File: config.mk
export PLATFORM = sky130hd
export DESIGN_NAME = ex_operand_stage_flat
export DESIGN_NICKNAME = d
export VERILOG_FILES = /design/src/rtl/ex_operand_stage_if.sv /design/src/rtl/ex_operand_stage.sv /design/src/flat_wrapper.sv
export SDC_FILE = /design/constraint.sdc
export NUM_CORES = 1
export LEC_CHECK = 0
export ABC_AREA = 1
export CAP_MARGIN = 20
export CORE_MARGIN = 5
export CORE_UTILIZATION = 45
export DETAILED_ROUTE_END_ITERATION = 6
export PLACE_DENSITY = 0.93
export SETUP_SLACK_MARGIN = 0.4
export SYNTH_ARGS = -nofsm -noshare
export SYNTH_HDL_FRONTEND = slang
export SYNTH_SLANG_ARGS = --single-unit
export TNS_END_PERCENT = 1
File: constraint.sdc
create_clock -name clk -period 3.1 [get_ports clk]
set_clock_uncertainty 0.15 [all_clocks]
set_input_delay 0.31 -clock clk [delete_from_list [all_inputs] [get_ports clk]]
set_output_delay 0.31 -clock clk [all_outputs]
set_load 0.01 [all_outputs]
File: src/rtl/ex_operand_stage_if.sv
// ID/EX operand-stage bus: ID-side operand sources and controls in, registered EX operands out.
interface ex_operand_stage_if #(
  parameter int AWIDTH       = 32,
  parameter int OPCODE_WIDTH = 6,
  parameter int IMM_WIDTH    = 16
);
  logic                    in_valid;
  logic                    stall;
  logic                    flush;
  logic [OPCODE_WIDTH-1:0] opcode;
  logic [IMM_WIDTH-1:0]    imm;
  logic [AWIDTH-1:0]       rs_data;
  logic [AWIDTH-1:0]       rt_data;
  logic [AWIDTH-1:0]       exmem_result;
  logic [AWIDTH-1:0]       memwb_result;
  logic [1:0]              fwd_a_sel;
  logic [1:0]              fwd_b_sel;
  logic                    out_valid;
  logic [AWIDTH-1:0]       out_a;
  logic [AWIDTH-1:0]       out_b;
  logic [AWIDTH-1:0]       out_store_data;
  logic                    out_illegal;

  modport master (
    output in_valid, stall, flush, opcode, imm, rs_data, rt_data,
           exmem_result, memwb_result, fwd_a_sel, fwd_b_sel,
    input  out_valid, out_a, out_b, out_store_data, out_illegal
  );

  modport slave (
    input  in_valid, stall, flush, opcode, imm, rs_data, rt_data,
           exmem_result, memwb_result, fwd_a_sel, fwd_b_sel,
    output out_valid, out_a, out_b, out_store_data, out_illegal
  );
endinterface

File: src/rtl/ex_operand_stage.sv
// ID/EX operand stage: forwarding muxes, opcode-driven immediate extension and the
// stall/flush-controlled EX operand register.
module ex_operand_stage #(
  parameter int AWIDTH       = 32,
  parameter int OPCODE_WIDTH = 6,
  parameter int IMM_WIDTH    = 16
) (
  input  logic                  clk,
  input  logic                  rst_n,
  ex_operand_stage_if.slave     bus
);
  localparam logic [OPCODE_WIDTH-1:0] OP_RTYPE = OPCODE_WIDTH'(6'h00);
  localparam logic [OPCODE_WIDTH-1:0] OP_ADDI  = OPCODE_WIDTH'(6'h08);
  localparam logic [OPCODE_WIDTH-1:0] OP_ADDIU = OPCODE_WIDTH'(6'h09);
  localparam logic [OPCODE_WIDTH-1:0] OP_SLTI  = OPCODE_WIDTH'(6'h0A);
  localparam logic [OPCODE_WIDTH-1:0] OP_SLTIU = OPCODE_WIDTH'(6'h0B);
  localparam logic [OPCODE_WIDTH-1:0] OP_ANDI  = OPCODE_WIDTH'(6'h0C);
  localparam logic [OPCODE_WIDTH-1:0] OP_ORI   = OPCODE_WIDTH'(6'h0D);
  localparam logic [OPCODE_WIDTH-1:0] OP_XORI  = OPCODE_WIDTH'(6'h0E);
  localparam logic [OPCODE_WIDTH-1:0] OP_LUI   = OPCODE_WIDTH'(6'h0F);
  localparam logic [OPCODE_WIDTH-1:0] OP_LOAD  = OPCODE_WIDTH'(6'h23);
  localparam logic [OPCODE_WIDTH-1:0] OP_STORE = OPCODE_WIDTH'(6'h2B);

  logic [AWIDTH-1:0] fa, fb, sext, zext, uimm;
  logic [AWIDTH-1:0] a_d, b_d, sd_d;
  logic              illegal, vld_d, ill_d;
  logic [AWIDTH-1:0] a_q, b_q, sd_q;
  logic              vld_q, ill_q;

  // Forwarding: code 11 falls back to the register file, same as 00.
  always_comb begin
    fa = bus.rs_data;
    case (bus.fwd_a_sel)
      2'b01:   fa = bus.exmem_result;
      2'b10:   fa = bus.memwb_result;
      default: fa = bus.rs_data;
    endcase
    fb = bus.rt_data;
    case (bus.fwd_b_sel)
      2'b01:   fb = bus.exmem_result;
      2'b10:   fb = bus.memwb_result;
      default: fb = bus.rt_data;
    endcase
  end

  assign sext = AWIDTH'($signed(bus.imm));
  assign zext = AWIDTH'(bus.imm);
  // Shift rather than concatenation so AWIDTH == 2*IMM_WIDTH needs no zero-width replicate.
  assign uimm = zext << IMM_WIDTH;

  always_comb begin
    illegal = 1'b0;
    a_d     = fa;
    b_d     = '0;
    sd_d    = fb;
    case (bus.opcode)
      OP_RTYPE:                   b_d = fb;
      OP_LOAD, OP_STORE, OP_ADDI,
      OP_ADDIU, OP_SLTI, OP_SLTIU: b_d = sext;
      OP_ANDI, OP_ORI, OP_XORI:   b_d = zext;
      OP_LUI: begin
        a_d = '0;
        b_d = uimm;
      end
      default:                    illegal = 1'b1;
    endcase
    vld_d = bus.in_valid;
    ill_d = illegal & bus.in_valid;
  end

  always_ff @(posedge clk) begin
    if (!rst_n || bus.flush) begin
      vld_q <= 1'b0;
      ill_q <= 1'b0;
      a_q   <= '0;
      b_q   <= '0;
      sd_q  <= '0;
    end else if (!bus.stall) begin
      vld_q <= vld_d;
      ill_q <= ill_d;
      a_q   <= a_d;
      b_q   <= b_d;
      sd_q  <= sd_d;
    end
  end

  assign bus.out_valid      = vld_q;
  assign bus.out_illegal    = ill_q;
  assign bus.out_a          = a_q;
  assign bus.out_b          = b_q;
  assign bus.out_store_data = sd_q;
endmodule

File: src/flat_wrapper.sv
// flat-port wrapper written by rule: the top's interface ports become plain ports
module ex_operand_stage_flat 
#(
  parameter int AWIDTH       = 32,
  parameter int OPCODE_WIDTH = 6,
  parameter int IMM_WIDTH    = 16
)
  (clk, rst_n, bus_in_valid, bus_stall, bus_flush, bus_opcode, bus_imm, bus_rs_data, bus_rt_data, bus_exmem_result, bus_memwb_result, bus_fwd_a_sel, bus_fwd_b_sel, bus_out_valid, bus_out_a, bus_out_b, bus_out_store_data, bus_out_illegal);
  ex_operand_stage_if #(.AWIDTH(AWIDTH), .OPCODE_WIDTH(OPCODE_WIDTH), .IMM_WIDTH(IMM_WIDTH)) bus_i ();
  input  logic clk;
  input  logic rst_n;
  input wire logic [$bits(bus_i.in_valid)-1:0] bus_in_valid;
  input wire logic [$bits(bus_i.stall)-1:0] bus_stall;
  input wire logic [$bits(bus_i.flush)-1:0] bus_flush;
  input wire logic [$bits(bus_i.opcode)-1:0] bus_opcode;
  input wire logic [$bits(bus_i.imm)-1:0] bus_imm;
  input wire logic [$bits(bus_i.rs_data)-1:0] bus_rs_data;
  input wire logic [$bits(bus_i.rt_data)-1:0] bus_rt_data;
  input wire logic [$bits(bus_i.exmem_result)-1:0] bus_exmem_result;
  input wire logic [$bits(bus_i.memwb_result)-1:0] bus_memwb_result;
  input wire logic [$bits(bus_i.fwd_a_sel)-1:0] bus_fwd_a_sel;
  input wire logic [$bits(bus_i.fwd_b_sel)-1:0] bus_fwd_b_sel;
  output wire logic [$bits(bus_i.out_valid)-1:0] bus_out_valid;
  output wire logic [$bits(bus_i.out_a)-1:0] bus_out_a;
  output wire logic [$bits(bus_i.out_b)-1:0] bus_out_b;
  output wire logic [$bits(bus_i.out_store_data)-1:0] bus_out_store_data;
  output wire logic [$bits(bus_i.out_illegal)-1:0] bus_out_illegal;
  assign bus_i.in_valid = bus_in_valid;
  assign bus_i.stall = bus_stall;
  assign bus_i.flush = bus_flush;
  assign bus_i.opcode = bus_opcode;
  assign bus_i.imm = bus_imm;
  assign bus_i.rs_data = bus_rs_data;
  assign bus_i.rt_data = bus_rt_data;
  assign bus_i.exmem_result = bus_exmem_result;
  assign bus_i.memwb_result = bus_memwb_result;
  assign bus_i.fwd_a_sel = bus_fwd_a_sel;
  assign bus_i.fwd_b_sel = bus_fwd_b_sel;
  assign bus_out_valid = bus_i.out_valid;
  assign bus_out_a = bus_i.out_a;
  assign bus_out_b = bus_i.out_b;
  assign bus_out_store_data = bus_i.out_store_data;
  assign bus_out_illegal = bus_i.out_illegal;
  ex_operand_stage #(.AWIDTH(AWIDTH), .OPCODE_WIDTH(OPCODE_WIDTH), .IMM_WIDTH(IMM_WIDTH)) u_core (.clk(clk), .rst_n(rst_n), .bus(bus_i));
endmodule
# After elaboration in Yosys (flattened, before gate mapping)

Index checks and enable logic that the tools add are counted.

Register bits after elaboration: 98
Word-level logic and storage cells: 31

Equality and inequality tests: 14
Multiplexer cells: 5
Bitwise operators: 1
Reductions and logical operators: 6

Operators by type and width:

| kind               | number |
|---|---|
| $pmux 32 s2        | 2 |
| $pmux 32 s4        | 1 |
| $eq 6x4->1 const B | 8 |
| $mux 32            | 1 |
| $eq 6x6->1 const B | 2 |
| $reduce_or 11->1   | 1 |
| $logic_not 6->1    | 1 |
| $reduce_or 6->1    | 1 |
| $eq 2x1->1 const B | 2 |
| $eq 2x2->1 const B | 2 |
| $reduce_or 3->1    | 1 |
| $and 1x1->1        | 1 |
| $logic_not 1->1    | 1 |
| $logic_or 1x1->1   | 1 |
| $mux 1             | 1 |

# Longest topological paths before layout

Gate-level depths: netlist of run 1.

Depth in word-level cells: 4
Gate-level depth with buffers: 11
Mapped depth without buffers: 10

# Least setup slack after synthesis of run 1

Ideal clock, no wire load.

Path kind: input to register
Start point: input port bus_fwd_b_sel[0]
End point: register u_core.b_q[25], in the netlist u_core.bus.out_b[25]
Arrival time: 1.399 ns
Setup slack: 1.408 ns
Stages on the path: 9
Path buffers: 1
Path through: inv_1 > ha_1 > inv_2 > clkbuf_1 > nand3_1 > nand3_2 > nand3_1 > nand2_1 > a21oi_2

Word-level cells in the longest chain between the ends: 3

Ends and longest elaborated chain:

| element                                         | line                   | text |
|---|---|---|
| start: declaration                              | flat_wrapper.sv:22     | `input wire logic [$bits(bus_i.fwd_b_sel)-1:0] bus_fwd_b_sel;` |
| $eq 2x2->1 / $eq 2x1->1 (equally long branches) | ex_operand_stage.sv:39 | `case (bus.fwd_b_sel)` |
| $pmux 32 s2 *                                   | ex_operand_stage.sv:39 |  |
| $pmux 32 s4 *                                   | ex_operand_stage.sv:56 | `case (bus.opcode)` |
| end signal: assignment                          | ex_operand_stage.sv:76 | `b_q <= '0;` |
| end signal: assignment                          | ex_operand_stage.sv:82 | `b_q <= b_d;` |
| end: declaration                                | ex_operand_stage.sv:27 | `logic [AWIDTH-1:0] a_q, b_q, sd_q;` |

Mark *: on every way between the ends. The rest lies on a longest branch, timed or not.
A chain may end at the register's enable or synchronous reset.

# Worst setup path in the final report of run 1

Start point: input port bus_fwd_b_sel[0]
End point: register u_core.b_q[6], in the netlist u_core.bus.out_b[6]

Same word-level chain as after synthesis.

==> results of run 1 <==
-- kinds of logic after synthesis --
| logic type | after synthesis |
|---|---|
| simple gates | 472 |
| fa+ha+maj | 4 |
| compound gates | 178 |
| flops | 98 |
| buf+inv | 92 |
-- worst max-delay path: stages --
cell             delay (ps)
clkdlybuf4s50_1         480
inv_1                    50
ha_1                    330
inv_2                   410
buf_4                   270
nand3_1                  90
o21ai_0                 110
inv_1                    60
nand2_1                  60
nand2_1                  50
nand2_1                  50
a21oi_1                  60
-- synthesized netlist by cell type, drive strengths merged --
cell type  count
a21oi         97
a22o          32
a31oi          1
buf           34
clkbuf        28
dfxtp         98
ha             4
inv           30
nand2        381
nand3         66
nand4          1
nor2           9
o21ai         48
or2           15
-- flip-flops by register name, indices dropped and copies added, names as in the netlist --
name / flops
u_core.bus.out_a: 32
u_core.bus.out_valid: 1
u_core.bus.out_store_data: 32
u_core.bus.out_illegal: 1
u_core.bus.out_b: 32
-- metrics by stage --
stage	setup slack (ps)	std cells	instance area [sq um]
floorplan	1410	844	5480
global placement	536	1199	8050
detailed placement	494	1199	8050
CTS	812	1215	8330
global route	608	1217	8370
finish	820	1217	8370
-- cell type report --
| class | instances | area, sq um | share of cell area (%) |
|---|---|---|---|
| multi-input cells | 654 | 3100 | 37.1 |
| inverters | 30 | 113 | 1.35 |
| clock inverters | 5 | 36.3 | 0.433 |
| repair buffers | 272 | 2730 | 32.6 |
| well taps | 147 | 184 | 2.20 |
| flip-flops and latches | 98 | 1960 | 23.4 |
| clock buffers | 11 | 243 | 2.90 |
-- where the power goes --
part           internal [W]  switching [W]
registers           0.00130      0.0000201
logic              0.000387       0.000412
clock network      0.000572       0.000512
-- per-layer routing --
layer / vias up / GRT usage [%]
met2: 363 / 50.4
met1: 3017 / 36.1
met5: - / 0
li1: 3187 / -
met3: 57 / 7.20
met4: 0 / 14.9
-- worst paths after layout --
path | slack (ps) | cells past startpoint | endpoint
setup reg to reg | 2260 | 2 | u_core.bus.out_b[3]$_SDFFE_PP0N_
hold / removal | 310 | 2 | u_core.bus.out_a[13]$_SDFFE_PP0N_
setup / recovery | 820 | 12 | u_core.bus.out_b[6]$_SDFFE_PP0N_
hold reg to reg | 310 | 2 | u_core.bus.out_a[13]$_SDFFE_PP0N_
==> impl_metrics.csv, run 1 <==
group,metric,value,unit
status,status,"completed",
clock_tree,clkLatencyLatePin,350,ps
die,die_h,120,um
power_and_ir_drop,total_power,0.00320,W
synth,ys_top_cells_by_area,"dfxtp_1, nand2_1, a21oi_1",
clock_tree,root_buffer,"clkbuf_16",
layout,postLayoutCoreUtil,70.0,%
global_routing,antenna_found_initial,0,
drt,antenna_left,0,
sta,tns,0,ps
placed_design,hpwl,16.3,mm
clock_tree,post_cts_buffers,0,
sta,finalCritPeriodShare,73.6,%
global_routing,grt_use_total,30.1,%
synth,synth_xor_area_share,0,%
synth,ys_seq_elements,98,
global_routing,grt_pass1_vias,6474,
setup_path,crit_path_end_kind,"flip-flop",
synth,yosys.area_share.simple,36.4,%
clock_tree,cts_buffer_depth,2,
layout,layout_common_cells,"nand2_1, clkdlybuf4s50_1, dfxtp_1, a21oi_1, nand3_1",
sta,setup_viol,0,
synth,ys_warn_count,0,
drt,met3WireLength,2.35,mm
setup_path,cp_data_required_time,3160,ps
layout,drive_above_1_share,7.76,%
die,start_util,45.8,%
die,core,0.0120,sq mm
global_routing,grt_first_pass_wirelength,34.4,mm
sta,max-slew-margin-rel,48.5,%
setup_path,critical_path.startpoint,"bus_fwd_b_sel[0]",
die,fp.dieArea,0.0145,sq mm
layout,mostFrequentLayoutCell,"nand2_1",
drt,wire_per_inst,18.2,um
layout,n_fill_cell,981,
die,num_rows,40,
sta,maxSlewViolCount,0,
layout,diodes,0,
drt,drtIter0Drc,719,
global_routing,grt_overflow_total,0,
clock_tree,clkSinkCount,98,
setup_path,crit_type,"input port to flip-flop",
synth,syn_area,0.00548,sq mm
sta,finalHoldViolCount,0,
global_routing,grt_start_max_net_pins,68,
sta,max_slew.worst_pin.slew,772,ps
layout,syn_to_final_growth,52.6,%
sta,min_period,2280,ps
power_and_ir_drop,vdd_drop_max,0.216,mV
synth,synth_fp_nets,1007,
synth,synthAdderAreaFrac,0.913,%
drt,dr.pass1.iters,6,
layout,fin_nets,1228,
synth,avgSynthCellArea,6.50,sq um
synth,synth.top_cell.area_share,35.8,%
drt,wl_met1,8.31,mm
worst_hold_path,worstHoldStart,"u_core.bus.out_a[13]$_SDFFE_PP0N_",
sta,fmax,0.439,GHz
synth,synth_top_family_by_area,"simple AND/OR/NAND/NOR gates",
drt,route.top_layer_used,"met4",
clock_tree,path_clk_slew,60,ps
setup_path,cp_max_fo,29,
drt,finalWirelength,22.2,mm
drt,num_vias,6624,
placed_design,gp_congestion,0.950,
power_and_ir_drop,power_density,382,mW/mm^2
drt,drcViolationCount,0,
synth,synth_compound_area_share,19.3,%
clock_tree,numCtsBuffers,9,
synth,synth_top_cell_by_area,"dfxtp_1",
placed_design,port_buffers,256,
synth,ys_types,26,
die,die_w,120,um
synth,ys_seq_area_share,35.8,%
job,drv_cap,0,
die,io_pins,257,
synth,netlist_instances,844,
sta,timing.hold.ws,314,ps
worst_hold_path,hold_class,"flip-flop to flip-flop",
drt,wl_met2,10.6,mm
clock_tree,htreeDepth,3,
power_and_ir_drop,p_leak,3.41,nW
synth,yosys-mux-area-fraction,0,%
setup_path,startpoint_type,"input port",
clock_tree,ctsHoldBuffers,0,
setup_path,crit_arrival,2340,ps
clock_tree,cts_tree,"built",
clock_tree,cts_resized,0,
drt,vias_per_cell,5.44,
sta,rsz0062_at_grt,"false",
setup_path,worstReg2RegStart,"u_core.bus.out_b[3]$_SDFFE_PP0N_",
(Power assumes the default switching activity.)
==> inputs of run 2 (changes only) <==
--- a/config.mk
+++ b/config.mk
@@ -8,9 +8,9 @@
 export ABC_AREA = 1
 export CAP_MARGIN = 20
 export CORE_MARGIN = 5
-export CORE_UTILIZATION = 45
+export CORE_UTILIZATION = 42
 export DETAILED_ROUTE_END_ITERATION = 6
-export PLACE_DENSITY = 0.93
+export PLACE_DENSITY = 0.88
 export SETUP_SLACK_MARGIN = 0.4
 export SYNTH_ARGS = -nofsm -noshare
 export SYNTH_HDL_FRONTEND = slang
==> constraint.sdc (replaced) <==
create_clock -name clk -period 2.4 [get_ports clk]
set_clock_uncertainty 0.15 [all_clocks]
set_input_delay 0.24 -clock clk [delete_from_list [all_inputs] [get_ports clk]]
set_output_delay 0.24 -clock clk [all_outputs]
set_load 0.01 [all_outputs]
==> run 2 against run 1 <==
Compared with the run above: sequential share of layout area is 0.25 points lower; combinational power is 30% higher; highest routed layer unchanged; flip-flop and latch count stayed put; via count is 1.9% higher; setup slack worse by 350 ps; final area is 1.1% higher; critical path depth stayed put; power is 34% higher; core utilization is 3.5 points lower; register-to-register slack worse by 700 ps.
==> impl_metrics.csv, run 2 (synthesis gave the netlist of run 1 again) <==
group,metric,value,unit
worst_hold_path,hold_class,"input port to flip-flop",
placed_design,placed_area,0.00815,sq mm
clock_tree,numCtsBuffers,9,
die,io_pins,257,
clock_tree,cts_buffer_depth,2,
drt,dr.pass1.iters,5,
global_routing,grt_pass1_vias,6574,
setup_path,r2r_setup_slack,1560,ps
clock_tree,path_clk_slew,70,ps
sta,setup_viol,0,
drt,antenna_left,0,
die,num_rows,41,
setup_path,cp_data_required_time,2470,ps
drt,drtIter0Drc,728,
sta,finalCritPeriodShare,80.6,%
sta,finalHoldViolCount,0,
layout,postLayoutCoreUtil,66.5,%
job,drv_cap,0,
drt,num_vias,6752,
placed_design,port_buffers,256,
setup_path,startpoint_type,"input port",
drt,finalWirelength,23.0,mm
sta,min_period,1930,ps
clock_tree,cts_tree,"built",
clock_tree,post_cts_buffers,0,
setup_path,crit_path_end_kind,"flip-flop",
clock_tree,clkSinkCount,98,
layout,syn_to_final_growth,54.3,%
global_routing,grt_overflow_total,0,
setup_path,crit_arrival,2010,ps
layout,mostFrequentLayoutCell,"nand2_1",
layout,diodes,0,
power_and_ir_drop,p_leak,3.44,nW
layout,layout_common_cells,"nand2_1, clkdlybuf4s50_1, dfxtp_1, a21oi_1, nand3_1",
sta,fin_ws,466,ps
clock_tree,clkLatencyLatePin,350,ps
die,die_h,124,um
drt,wire_per_inst,18.4,um
setup_path,crit_type,"input port to flip-flop",
drt,vias_per_cell,5.41,
layout,final_area,0.00846,sq mm
setup_path,cp_max_fo,38,
sta,timing.hold.ws,137,ps
power_and_ir_drop,power_density,508,mW/mm^2
sta,max-slew-margin-rel,66.7,%
placed_design,gp_congestion,0.907,
die,fp.dieArea,0.0154,sq mm
layout,n_fill_cell,1176,
placed_design,post-place-ws,101,ps
layout,drive_above_1_share,8.37,%
status,status,"completed",
placed_design,hpwl,17.2,mm
sta,maxSlewViolCount,0,
sta,rsz0062_at_grt,"true",
die,start_util,43.1,%
layout,fin_nets,1233,
die,die_w,124,um
global_routing,grt_first_pass_wirelength,35.5,mm
drt,drcViolationCount,0,
power_and_ir_drop,vdd_drop_max,0.337,mV
global_routing,grt_start_max_net_pins,58,
sta,max_slew.worst_pin.slew,500,ps
clock_tree,root_buffer,"clkbuf_16",
die,core,0.0127,sq mm
global_routing,grt_use_total,28.5,%
sta,fmax,0.517,GHz
sta,tns,0,ps
global_routing,antenna_found_initial,0,
clock_tree,htreeDepth,3,
[run 2: where the power goes]
| group | leakage (nW) | total, W | switching [W] | internal (W) |
|---|---|---|---|---|
| Sequential | 0.796 | 0.00170 | 0.0000263 | 0.00167 |
| Combinational | 2.49 | 0.00104 | 0.000539 | 0.000504 |
| Clock | 0.152 | 0.00155 | 0.000683 | 0.000870 |
[run 2: through the flow]
stage,total power (W),std cells
finish,0.00430,1247
global route,0.00447,1247
CTS,0.00431,1247
detailed placement,0.00277,1231
global placement,0.00275,1231
floorplan,0.00222,844
[run 2: cell type report]
type                    count  area [sq um]  area share [%]
clock inverters             5          60.1           0.710
multi-input cells         654          3110            36.7
inverters                  30           113            1.33
flip-flops and latches     98          1960            23.2
clock buffers              11           253            2.99
repair buffers            277          2750            32.5
well taps                 172           215            2.54
[run 2: path summary, 6_finish.rpt]
kind / startpoint / endpoint / cells after the start
setup / recovery: bus_fwd_b_sel[0] / u_core.bus.out_b[3]$_SDFFE_PP0N_ / 12
hold / removal: bus_stall / u_core.bus.out_b[0]$_SDFFE_PP0N_ / 4
setup reg to reg: u_core.bus.out_b[14]$_SDFFE_PP0N_ / u_core.bus.out_b[14]$_SDFFE_PP0N_ / 2
hold reg to reg: u_core.bus.out_a[13]$_SDFFE_PP0N_ / u_core.bus.out_a[13]$_SDFFE_PP0N_ / 2
[run 2: metal layers]
layer  GRT usage, %  wire [um]  vias to the layer above
li1               -          -                     3197
met1           33.3       8750                     3129
met2           48.5      11000                      364
met3           7.20       2240                       62
met4           13.8       1010                        0
met5              0          0                        -
[run 2: critical path: stages]
cell and delay, ps:
clkdlybuf4s50_1 490, inv_1 50, ha_1 310, inv_2 90
buf_12 200, nand3_1 110, o21ai_1 210, inv_1 80
nand2_1 70, nand2_1 50, nand2_1 50, a21oi_1 60
[run 2: timing repair]
item / in CTS / in global routing
resized for setup: 0 / 1
setup endpoints to repair: 0 / 14
hold buffers: 0 / 0
hold endpoints to repair: 0 / 0
==> inputs of run 3 (changes only) <==
==> constraint.sdc (replaced) <==
create_clock -name clk -period 1.8 [get_ports clk]
set_clock_uncertainty 0.15 [all_clocks]
set_input_delay 0.18 -clock clk [delete_from_list [all_inputs] [get_ports clk]]
set_output_delay 0.18 -clock clk [all_outputs]
set_load 0.01 [all_outputs]
==> run 3 against run 2 <==
Compared with the run above: critical path depth fell by 11; worst hold slack gained 86 ps; sequential power grew 34%; global-route usage fell by 0.19 points; clock power rose by 36%; first-iteration DRC count decreased by 22%; combinational power increased by 47%; highest routed layer unchanged.
==> impl_metrics.csv, run 3 (synthesis gave the netlist of run 1 again) <==
group,metric,value,unit
status,status,"completed",
layout,fin_nets,1260,
global_routing,grt_pass1_vias,6610,
power_and_ir_drop,total_power,0.00590,W
sta,maxSlewViolCount,0,
drt,drtIter0Drc,571,
setup_path,crit_path_end_kind,"output pin",
die,die_w,124,um
clock_tree,cts_buffer_depth,2,
global_routing,antenna_found_initial,0,
setup_path,critPathMaxStageDelay,560,ps
sta,rsz0062_at_grt,"true",
power_and_ir_drop,vdd_drop_max,0.541,mV
sta,finalHoldViolCount,0,
sta,setup_viol,0,
worst_hold_path,hold_class,"input port to flip-flop",
placed_design,dp_cells,1256,
drt,dr.pass1.iters,5,
layout,drive_above_1_share,10.8,%
power_and_ir_drop,power_density,666,mW/mm^2
layout,final_cells,1274,
clock_tree,cts_tree,"built",
setup_path,cp_max_fo,2,
setup_path,cp_slowest_cell,"clkdlybuf4s50_1",
job,drv_cap,0,
die,fp.dieArea,0.0154,sq mm
clock_tree,numCtsBuffers,9,
placed_design,placed_area,0.00851,sq mm
sta,min_period,1630,ps
setup_path,path_depth,1,
die,num_rows,41,
global_routing,grt_overflow_total,0,
drt,num_vias,6704,
worst_hold_path,holdPathStages,5,
layout,syn_to_final_growth,61.6,%
clock_tree,path_clk_slew,80,ps
sta,max-slew-margin-rel,69.0,%
setup_path,crit_type,"flip-flop to output pin",
die,io_pins,257,
die,die_h,124,um
clock_tree,clkLatencyLatePin,360,ps
setup_path,cp_cell_sequence,"clkdlybuf4s50_1",
drt,finalWirelength,22.7,mm
global_routing,grt_start_max_net_pins,41,
drt,antenna_left,0,
die,start_util,43.1,%
placed_design,gp_congestion,0.924,
clock_tree,htreeDepth,3,
global_routing,grt_use_total,28.3,%
clock_tree,clkSinkCount,98,
layout,final_area,0.00886,sq mm
drt,wire_per_inst,17.8,um
sta,max_slew.worst_pin.slew,464,ps
setup_path,startpoint_type,"flip-flop",
die,core,0.0127,sq mm
clock_tree,root_buffer,"clkbuf_16",
power_and_ir_drop,p_leak,3.66,nW
sta,fmax,0.615,GHz
drt,vias_per_cell,5.26,
placed_design,hpwl,17.4,mm
layout,mostFrequentLayoutCell,"nand2_1",
placed_design,port_buffers,256,
setup_path,crit_buf_inv,1,
layout,diodes,0,
setup_path,reg2reg_depth,2,
layout,layout_common_cells,"nand2_1, clkdlybuf4s50_1, dfxtp_1, a21oi_1, nand3_1",
sta,finalCritPeriodShare,90.3,%
setup_path,path_delay_family,"buffers and inverters",
setup_path,cp_data_required_time,1470,ps
drt,drcViolationCount,0,
global_routing,grt_first_pass_wirelength,35.2,mm
setup_path,crit_arrival,1300,ps
==> run 3: changes by cell type in the layout (fill, tap and decap cells not counted), sizes merged <==
cell           delta
inv               +3
buf              +27
clkbuf            -2
clkinvlp          -1
clkdlybuf4s50     -4
dlygate4sd2       +3
dlymetal6s2s      +1
==> run 3: repair_timing <==
item	in CTS	in global routing
hold buffers	0	0
pin swaps	0	0
resized for setup	6	7
endpoints found under the setup margin	194	177
setup buffers	2	0
==> run 3: per-layer routing <==
layer | part of all wire, % | vias to the layer above | global-route usage, %
met5 | 0 | - | 0
met4 | 3.2 | 0 | 11.3
met2 | 49 | 347 | 48.9
met1 | 39 | 3047 | 33.6
met3 | 9.4 | 45 | 6.82
li1 | - | 3265 | -
==> run 3: power breakdown <==
part           internal, W  switching, W
clock              0.00112      0.000986
combinational     0.000789      0.000742
sequential         0.00223     0.0000352
==> run 3: layout make-up <==
cell class              count  area [sq um]
flip-flops and latches     98          1960
fillers                  1137          3860
clock inverters             7          92.6
repair buffers            304          3110
clock buffers               9           225
inverters                  30           115
multi-input cells         654          3140
well taps                 172           215
==> run 3: path summary, 6_finish.rpt <==
path,start,end,slack (ps)
worst max-delay path,u_core.bus.out_store_data[14]$_SDFFE_PP0N_,bus_out_store_data[14],170
worst min-delay path,bus_stall,u_core.bus.out_a[0]$_SDFFE_PP0N_,220
worst max register to register,u_core.bus.out_store_data[17]$_SDFFE_PP0N_,u_core.bus.out_store_data[17]$_SDFFE_PP0N_,950
worst min register to register,u_core.bus.out_a[13]$_SDFFE_PP0N_,u_core.bus.out_a[13]$_SDFFE_PP0N_,320
==> run 3: through the flow <==
stage | setup TNS (ps) | util [%] | hold slack (ps) | setup WS (ps)
final | 0 | 69.6 | 223 | 174
after global routing | 0 | 69.6 | 243 | 132
after CTS | 0 | 69.5 | 224 | 166
after detailed placement | -16070 | 66.9 | 304 | -360
after global placement | -13980 | 66.9 | 301 | -341
after floorplan | 0 | - | 174 | 337
